===== src/rtl/add16_err_monitor.sv =====
// Error-characterisation wrapper around an external approximate adder: registers
// operands for the adder, compares its result with the exact sum and accumulates statistics.
module add16_err_monitor #(
    parameter int WIDTH = 16,
    parameter int CNT_W = 32,
    parameter int ACC_W = 48
) (
    input  logic               clk,
    input  logic               rst,
    input  logic               in_valid,
    output logic               in_ready,
    input  logic [WIDTH-1:0]   in_a,
    input  logic [WIDTH-1:0]   in_b,
    output logic [WIDTH-1:0]   dut_a,
    output logic [WIDTH-1:0]   dut_b,
    input  logic [WIDTH:0]     dut_o,
    input  logic               clear,
    output logic               busy,
    output logic [CNT_W-1:0]   stat_count,
    output logic [ACC_W-1:0]   stat_err_sum,
    output logic [WIDTH:0]     stat_wce,
    output logic [CNT_W-1:0]   stat_err_cnt
);

    logic               r_run;
    logic               r_s1_v;
    logic               r_s2_v;
    logic [WIDTH-1:0]   r_dut_a;
    logic [WIDTH-1:0]   r_dut_b;
    logic [WIDTH:0]     r_exact;
    logic [WIDTH:0]     r_err;
    logic [CNT_W-1:0]   r_count;
    logic [ACC_W-1:0]   r_err_sum;
    logic [WIDTH:0]     r_wce;
    logic [CNT_W-1:0]   r_err_cnt;

    logic               w_fire;
    logic [CNT_W:0]     w_pending;
    logic [CNT_W:0]     w_limit;
    logic [WIDTH:0]     w_err;
    logic [ACC_W:0]     w_sum_ext;

    // Samples already in flight are reserved against the limit so count never wraps.
    assign w_pending = {1'b0, r_count} + {{CNT_W{1'b0}}, r_s1_v} + {{CNT_W{1'b0}}, r_s2_v};
    assign w_limit   = {1'b0, {CNT_W{1'b1}}};
    assign in_ready  = r_run & ~clear & (w_pending < w_limit);
    assign w_fire    = in_valid & in_ready;

    assign w_err     = (r_exact >= dut_o) ? (r_exact - dut_o) : (dut_o - r_exact);
    assign w_sum_ext = {1'b0, r_err_sum} + {{(ACC_W-WIDTH){1'b0}}, r_err};

    // r_run keeps in_ready low until the first edge after reset is released.
    always_ff @(posedge clk or posedge rst) begin
        if (rst) begin
            r_run   <= 1'b0;
            r_dut_a <= '0;
            r_dut_b <= '0;
            r_exact <= '0;
            r_s1_v  <= 1'b0;
        end else begin
            r_run  <= 1'b1;
            r_s1_v <= w_fire & ~clear;
            if (w_fire) begin
                r_dut_a <= in_a;
                r_dut_b <= in_b;
                r_exact <= {1'b0, in_a} + {1'b0, in_b};
            end
        end
    end

    always_ff @(posedge clk or posedge rst) begin
        if (rst) begin
            r_err  <= '0;
            r_s2_v <= 1'b0;
        end else begin
            r_err  <= w_err;
            r_s2_v <= r_s1_v & ~clear;
        end
    end

    // Statistics; clear wins over an update landing on the same edge.
    always_ff @(posedge clk or posedge rst) begin
        if (rst) begin
            r_count   <= '0;
            r_err_sum <= '0;
            r_wce     <= '0;
            r_err_cnt <= '0;
        end else if (clear) begin
            r_count   <= '0;
            r_err_sum <= '0;
            r_wce     <= '0;
            r_err_cnt <= '0;
        end else if (r_s2_v) begin
            r_count   <= r_count + 1'b1;
            r_err_sum <= w_sum_ext[ACC_W] ? {ACC_W{1'b1}} : w_sum_ext[ACC_W-1:0];
            if (r_err != '0) begin
                r_err_cnt <= r_err_cnt + 1'b1;
            end
            if (r_err > r_wce) begin
                r_wce <= r_err;
            end
        end
    end

    assign dut_a        = r_dut_a;
    assign dut_b        = r_dut_b;
    assign busy         = r_s1_v | r_s2_v;
    assign stat_count   = r_count;
    assign stat_err_sum = r_err_sum;
    assign stat_wce     = r_wce;
    assign stat_err_cnt = r_err_cnt;

endmodule

===== config.mk =====
export PLATFORM = sky130hd
export DESIGN_NAME = add16_err_monitor
export DESIGN_NICKNAME = d
export VERILOG_FILES = /design/src/rtl/add16_err_monitor.sv
export SDC_FILE = /design/constraint.sdc
export NUM_CORES = 1
export LEC_CHECK = 0
export CAP_MARGIN = 20
export CORE_MARGIN = 2
export CORE_UTILIZATION = 55
export CTS_BUF_LIST = sky130_fd_sc_hd__clkbuf_4 sky130_fd_sc_hd__clkbuf_8
export CTS_CLUSTER_DIAMETER = 30
export DETAILED_ROUTE_END_ITERATION = 8
export DONT_BUFFER_PORTS = 1
export PLACE_DENSITY = 0.7
export SYNTH_ARGS = -nofsm -noshare
export SYNTH_HDL_FRONTEND = slang
export SYNTH_SLANG_ARGS = --single-unit
export TNS_END_PERCENT = 20

===== constraint.sdc =====
create_clock -name clk -period 7 [get_ports clk]
set_input_delay 1.05 -clock clk [delete_from_list [all_inputs] [get_ports clk]]
set_output_delay 1.05 -clock clk [all_outputs]
set_load 0.005 [all_outputs]

==> key figures, run 1 <==
Floorplan
  • Die boundary height: 156 um
  • I/O pin count: 216
  • Initial Utilization: 56.2%
  • Core area: 0.0227 mm^2
  • Rows: 55
  • Die ar.: 0.0244 mm^2
  • Die Width: 156 um

Route
  • Post-route ant nets: 0
  • Final wirelength: 30,300 um
  • 1st-iter DRT viols: 927
  • # DRC: 0
  • Wirelength per Cell: 18.6 um
  • Vias per cell: 6.08
  • Vias: 9,878
  • Detailed Routing Iterations Pass 1: 5

Timing
  • Clk_skew: 0.0191 ns
  • Fin crit share: 61.7%
  • Hold Vio Cnt, Final: 0
  • RSZ-0062 raised after global routing: no
  • Actual slew at the worst max-slew pin: 0.933 ns
  • Max Clock Freq: 232 MHz
  • Post-route minimum period: 4.32 ns
  • Setup TNS Final: 0 ns
  • Slew Viols, Final: 0
  • Headroom to the max-slew limit: 37.8%
  • Setup violators final: 0
  • Hold slack final: 0.542 ns

Global route
  • First-pass GRT wire length: 48,700 um
  • Antenna violations before repair: 0
  • Gr busiest metal: met2
  • Met3 global-route usage: 7.26%
  • Met2 Use GR: 40.4%
  • GRT Resource Usage Total: 24.6%
  • M1 GR Usage: 30.7%
  • Total global routing overflow: 0
  • Largest net degree at the start of global routing: 134
  • Vias in the first global route: 9,681

Layout
  • Diode count: 0
  • Commonest non-fill, non-tap cell in the layout: dfrtp_1
  • Fillers: 2,003
  • Nets: 1,471
  • FF+latch area: 0.00496 mm^2
  • Footprint of the multi-input gates: 0.00725 mm^2
  • Synth-to-Final Area Change: 4.43%
  • Commonest non-fill, non-tap cells in the layout: 197 x dfrtp_1, 146 x nor2_1, 86 x nand2_1, 86 x ha_1, 78 x inv_1
  • Share of post-route cells with drive strength above 1: 7.46%

Setup path
  • Worst path cell trace: fa_1 -> ha_1 -> nand3_2 -> nor4_4 -> nand3_1 -> xor2_1 -> a221o_1 -> nor4_1 -> and4bb_4
  • Worst EP required: 5.95 ns
  • CP Data Arrival Time: 3.27 ns
  • Critical Path Start: stat_count[0]$_DFFE_PP0P_
  • RR Startpoint: stat_count[0]$_DFFE_PP0P_
  • CP max stage delay: 0.51 ns
  • Crit Path Class: reg2out
  • Worst-path fanout max: 7
  • Worst setup SP type: register
  • R2R Setup Slk: 3.20 ns
  • Critical path capture point type: output port
  • Critical-path top delay cell: dfrtp_1
  • Worst r2r dst: dut_b[6]$_DFFE_PP0P_
  • Worst r2r path cells: 11

Place
  • PortBufs: 0
  • Detail Placement HPWL: 22,100 um
  • Gpl congestion: 0.921

Outcome
  • Run status: completed

CTS
  • CTS tree: done
  • CTS Root Cell: clkbuf_8
  • Worst-Skew Late Latency: 0.47 ns
  • CTS Sinks: 198
  • CTS H-tree depth: 4
  • Post-CTS setup buffer count: 0
  • Number of buffers created by CTS: 17
  • Max Buffers Root-to-Sink: 2
  • Cts repair resizes: 0
  • Reg clk slew, reported paths: 0.11 ns
  • Post-CTS Hold Fix Bufs: 0

Power
  • Leakage: 6.07 nW
  • Worst VDD drop: 0.152 mV
  • Pwr/cell area: 268 mW/mm^2
  • Total power: 0.00358 W

Worst hold path
  • WHS Path Cells: 1
  • Min-delay worst type: reg2reg
  • Hold worst-path end: r_exact[16]$_DFFE_PP0P_
  • HP Start: r_exact[16]$_DFFE_PP0P_

Synth
  • Seq/Total Area, Yosys: 38.8%
  • Ys async rst share: 100%
  • Syn_area_per_cell: 9.38 um^2
  • Mapped Nets: 1,505
  • Post-Syn Instances: 1,361
  • Main synth FF type: dfrtp_1
  • Post-Syn Area: 0.0128 mm^2
  • Post-synth EDFFs: 0
  • Netlist cell types: 72
  • Ys Warns: 0
  • #FFs+latches synth: 198

Job
  • Max Cap Viol: 0
-- registers in the layout (all words and copies together), names as in the netlist --
name / count
dut_b: 16
stat_err_cnt: 32
stat_err_sum: 48
stat_wce: 17
dut_a: 16
r_run: 1
r_s1_v: 1
r_exact: 17
r_s2_v: 1
stat_count: 32
r_err: 17
-- power breakdown --
| part | switching [W] | internal [W] | total (W) |
|---|---|---|---|
| sequential | 0.000184 | 0.00131 | 0.00149 |
| clock | 0.000450 | 0.000335 | 0.000786 |
| combinational | 0.000702 | 0.000600 | 0.00130 |
| total | 0.00134 | 0.00224 | 0.00358 |
-- per-layer routing --
layer  share of wire (%)  vias to the layer above  routed length, um
met5                   0                        -                  0
met4                 2.9                        0                883
met3                 8.1                       50               2440
met2                  47                      345              14300
met1                  42                     4701              12700
li1                    -                     4782                  -
-- worst max-delay path by stage --
stage | end | slack [ns]
6_report | in_ready | 2.68
5_1_grt | in_ready | 2.46
4_1_cts | in_ready | 2.67
3_5_place_dp | in_ready | 3.20
3_3_place_gp | in_ready | 3.27
2_1_floorplan | dut_a[0]$_DFFE_PP0P_ | 0.55
-- cell type report --
class	instances	share of cell area [%]
sequential	198	37.2
inverter	79	2.28
tap	285	2.68
clock inverter	15	1.39
timing repair buffer	5	0.310
multi-input combinational	1026	54.4
clock buffer	17	1.76
-- per-stage QoR --
stage	area, um^2	cells	setup WS, ns	utilization, %
after floorplan	12800	1361	0.553	-
after global placement	12900	1592	3.27	56.8
after detailed placement	12900	1592	3.20	56.8
after CTS	13300	1624	2.67	58.6
after global routing	13300	1625	2.46	58.7
final	13300	1625	2.68	58.7
-- synthesized netlist by cell type (7+ instances only) --
cell type    n  area (um^2)
xor2_1      65          569
and4_1      10         87.6
a211oi_1    17          128
xnor2_1     35          307
nand4_1     33          206
o211ai_1     8         60.1
and3_1      25          156
and2_1      12         75.1
ha_1        86         1080
dfrtp_1    198         4950
clkbuf_1    45          169
mux2_4      36          541
nor4_1      13         81.3
or2_2        8         50.1
a31oi_1     15         93.8
o21ai_0     51          255
a21o_1      36          270
o21a_1      13         97.6
inv_1       79          297
nand2_1     86          323
a311oi_1    22          193
a21oi_1     72          360
buf_2        7         35.0
nor2b_1     16          100
mux2i_1     37          370
nand2b_1     7         43.8
nor2_1     146          548
or3_1        9         56.3
nand3_1     51          255
nor3_1      42          210
-- kinds of logic after synthesis --
family / share of synthesized area, %
AO/OA/AOI/OAI: 14.4
XOR/XNOR: 6.86
adder cells (fa/ha/maj): 9.22
buffers and inverters: 4.39
flip-flops: 38.8
multiplexers: 7.14
other: 0.0294
AND/OR/NAND/NOR: 19.1
-- worst max-delay path: cells and delay by family, from the launching register on --
kind                     cells  cell delay (ns)
AO/OA/AOI/OAI                1             0.27
XOR/XNOR                     1             0.17
adder cells (fa/ha/maj)      2             0.56
flip-flops                   1             0.51
AND/OR/NAND/NOR              5             1.29
No activity file was read; power rests on OpenSTA's default activity.
==> run 2, diff against run 1 <==
--- a/config.mk
+++ b/config.mk
@@ -5,6 +5,7 @@
 export SDC_FILE = /design/constraint.sdc
 export NUM_CORES = 1
 export LEC_CHECK = 0
+export ABC_AREA = 1
 export CAP_MARGIN = 20
 export CORE_MARGIN = 2
 export CORE_UTILIZATION = 55
==> constraint.sdc (replaced) <==
create_clock -name clk -period 4.5 [get_ports clk]
set_input_delay 0.675 -clock clk [delete_from_list [all_inputs] [get_ports clk]]
set_output_delay 0.675 -clock clk [all_outputs]
set_load 0.005 [all_outputs]
==> run 2 against run 1 <==
Effect of this change: cell count grew 49%; worst setup slack worse by 2.1 ns; combinational power up 38%; cell area increased by 14%; sequential share of layout area is 4.6 points lower; first-iteration DRC count is 8.7% higher; die area grew 14%; area after synthesis increased by 14%; via count is 42% higher; register-to-register slack lost 2.1 ns; critical endpoint unchanged; largest power group unchanged.
==> key figures, run 2 <==
Global route
  • Largest net degree at the start of global routing: 113 (was 134)
  • Vias in the first global route: 13,400 (was 9,681)
  • Total global routing overflow: 0 (unchanged)
  • First-pass GRT wire length: 68,700 um (was 48,700 um)
  • Antenna violations before repair: 0 (unchanged)
  • GRT Resource Usage Total: 30.4% (was 24.6%)

Timing
  • Clk_skew: 0.0226 ns (was 0.0191 ns)
  • Hold Vio Cnt, Final: 0 (unchanged)
  • Setup violators final: 0 (unchanged)
  • Setup TNS Final: 0 ns (unchanged)
  • Headroom to the max-slew limit: 41.6% (was 37.8%)
  • RSZ-0062 raised after global routing: no (unchanged)
  • Actual slew at the worst max-slew pin: 0.875 ns (was 0.933 ns)
  • Post-route minimum period: 3.89 ns
  • Fin crit share: 86.4%
  • Slew Viols, Final: 0 (unchanged)
  • Max Clock Freq: 257 MHz

Setup path
  • Cell family with most CP delay: simple AND/OR/NAND/NOR gates (unchanged)
  • Worst path cell trace: fa_1 -> ha_1 -> nand3_1 -> inv_2 -> nand2_2 -> nor2_4 -> nand3_1 -> o21ai_0 -> nor2_1 -> nand2_1 -> nor2_1 -> nand3_2 -> buf_4 -> nand2_1 -> inv_1 (was fa_1 -> ha_1 -> nand3_2 -> nor4_4 -> nand3_1 -> xor2_1 -> a221o_1 -> nor4_1 -> and4bb_4)
  • Worst-path fanout max: 50 (was 7)
  • CP Data Arrival Time: 3.21 ns (was 3.27 ns)
  • CP max stage delay: 0.51 ns (about the same)
  • Critical-path top delay cell: fa_1 (was dfrtp_1)
  • Worst EP required: 3.83 ns (was 5.95 ns)
  • Crit Path Class: reg2out (unchanged)
  • Worst setup SP type: register (unchanged)
  • WP buf/inv: 3 (was 0)
  • Critical path capture point type: output port (unchanged)

Layout
  • Nets: 2,225 (was 1,471)
  • Synth-to-Final Area Change: 4.34% (was 4.43%)
  • Fin cells: 2,429 (was 1,625)
  • Commonest non-fill, non-tap cells in the layout: 622 x nand2_1, 229 x inv_1, 198 x dfrtp_1, 176 x nor2_1, 143 x o21ai_0 (was 197 x dfrtp_1, 146 x nor2_1, 86 x nand2_1, 86 x ha_1, 78 x inv_1)
  • Diode count: 0 (unchanged)
  • Share of post-route cells with drive strength above 1: 3.49% (was 7.46%)
  • Max FFs per register: 48 (unchanged)
  • Final instance area: 0.0152 mm^2 (was 0.0133 mm^2)
  • Fillers: 2,510 (was 2,003)
  • Commonest non-fill, non-tap cell in the layout: nand2_1 (was dfrtp_1)

Synth
  • Mapped Nets: 2,259 (was 1,505)
  • Ys Warns: 0 (unchanged)
  • Post-synth top area share: 34.0% (was 38.8%)
  • Seq/Total Area, Yosys: 34.0% (was 38.8%)
  • Post-Syn Area: 0.0146 mm^2 (was 0.0128 mm^2)
  • Syn_area_per_cell: 6.89 um^2 (was 9.38 um^2)
  • Leading area contributor after synthesis: dfrtp_1 (unchanged)
  • Netlist cell types: 42 (was 72)
  • Post-Syn Instances: 2,115 (was 1,361)
  • Dominant cells by area after synthesis: dfrtp_1 34%, nand2_1 16%, ha_1 7.4% (was dfrtp_1 39%, ha_1 8.4%, xor2_1 4.5%)
  • Main synth FF type: dfrtp_1 (unchanged)
  • Top cells by count, synth: 622 x nand2_1, 230 x inv_1, 198 x dfrtp_1 (was 198 x dfrtp_1, 146 x nor2_1, 86 x ha_1, 86 x nand2_1, 79 x inv_1)
  • Ys async rst share: 100% (unchanged)
  • #FFs+latches synth: 198 (unchanged)
  • Count leader, synth: nand2_1 (was dfrtp_1)
  • Post-synth EDFFs: 0 (unchanged)

CTS
  • Reg clk slew, reported paths: 0.12 ns (was 0.11 ns)
  • Worst-Skew Late Latency: 0.50 ns (was 0.47 ns)
  • Cts repair resizes: 0 (unchanged)
  • Post-CTS setup buffer count: 0 (unchanged)
  • CTS H-tree depth: 4 (unchanged)
  • Number of buffers created by CTS: 17 (unchanged)
  • CTS tree: done (unchanged)
  • Post-CTS Hold Fix Bufs: 0 (unchanged)
  • CTS Root Cell: clkbuf_8 (unchanged)
  • CTS Sinks: 198 (unchanged)
  • Max Buffers Root-to-Sink: 2 (unchanged)

Job
  • Max Cap Viol: 0 (unchanged)

Route
  • Final wirelength: 42,500 um (was 30,300 um)
  • Vias per cell: 5.78 (was 6.08)
  • Post-route ant nets: 0 (unchanged)
  • 1st-iter DRT viols: 1,008 (was 927)
  • Vias: 14,000 (was 9,878)
  • Detailed Routing Iterations Pass 1: 7 (was 5)
  • # DRC: 0 (unchanged)
  • Wirelength per Cell: 17.5 um (was 18.6 um)

Power
  • Worst VDD drop: 0.202 mV (was 0.152 mV)
  • Pwr/cell area: 348 mW/mm^2 (was 268 mW/mm^2)
  • Leakage: 7.19 nW (was 6.07 nW)

Floorplan
  • Initial Utilization: 55.9% (was 56.2%)
  • Die Width: 167 um (was 156 um)
  • Rows: 59 (was 55)
  • Die ar.: 0.0278 mm^2 (was 0.0244 mm^2)
  • Die boundary height: 167 um (was 156 um)
  • Core area: 0.0261 mm^2 (was 0.0227 mm^2)
  • I/O pin count: 216 (unchanged)

Outcome
  • Run status: completed (unchanged)

Place
  • Detail Placement HPWL: 32,700 um (was 22,100 um)
  • Gpl congestion: 0.960 (was 0.921)
  • Dpl cells: 2,397 (was 1,592)
  • DP Area: 0.0148 mm^2 (was 0.0129 mm^2)
  • PortBufs: 0 (unchanged)

Worst hold path
  • Min-delay worst type: in2async (was reg2reg)
run 2: worst paths after layout:
kind	start	slack, ns	depth (start not counted)	endpoint
worst max-delay path	stat_count[0]$_DFFE_PP0P_	0.61	15	in_ready
worst min-delay path	rst	0.21	1	stat_err_sum[22]$_DFFE_PP0P_
max in group asynchronous	rst	3.17	2	r_exact[16]$_DFFE_PP0P_
min in group clk	clear	0.25	1	stat_err_cnt[3]$_DFFE_PP0P_
worst max register to register	stat_count[0]$_DFFE_PP0P_	1.10	14	dut_a[4]$_DFFE_PP0P_
worst min register to register	dut_a[5]$_DFFE_PP0P_	0.51	2	dut_a[5]$_DFFE_PP0P_
run 2: report_power, final:
part | internal [W] | switching, W | leakage (nW)
sequential | 0.00202 | 0.000298 | 2.64
combinational | 0.000662 | 0.00113 | 4.35
clock | 0.000465 | 0.000721 | 0.200
run 2: through the flow:
step / hold slack [ns] / worst slack [ns] / total power [W] / utilization, %
after CTS: 0.229 / 0.610 / 0.00530 / 58.4
after global placement: 0.484 / 1.19 / 0.00407 / 56.9
final: 0.214 / 0.613 / 0.00529 / 58.4
after global routing: 0.222 / 0.288 / 0.00569 / 58.4
after floorplan: 0.446 / 1.26 / 0.00365 / -
after detailed placement: 0.494 / 1.08 / 0.00411 / 56.9
run 2: kinds of logic (layout without fill, tap and decap cells):
kind of cell,Yosys count,in the layout,share of synthesized area (%)
DFF,198,198,34.0
other,1,1,0.0257
adders and majority gates,91,91,8.07
xor gates and xnor gates,75,75,4.51
buffers and inverters,300,279,8.07
and+or+nand+nor,1112,1112,32.7
AOI/OAI and AO/OA,338,338,12.6
run 2: layer usage:
layer | GRT usage [%] | part of all wire (%) | vias to the layer above
met5 | 0 | 0 | -
met4 | 10.9 | 2.9 | 0
met3 | 6.84 | 7.2 | 81
met2 | 51.8 | 48 | 478
met1 | 37.9 | 42 | 6582
li1 | - | - | 6896
run 2: cell type report:
type,instances,area [um^2],share of cell area (%)
clock inverters,15,158,1.04
well taps,335,419,2.76
multi-input cells,1617,8460,55.6
flip-flops and latches,198,4950,32.6
inverters,235,886,5.82
repair buffers,12,103,0.674
clock buffers,17,234,1.54
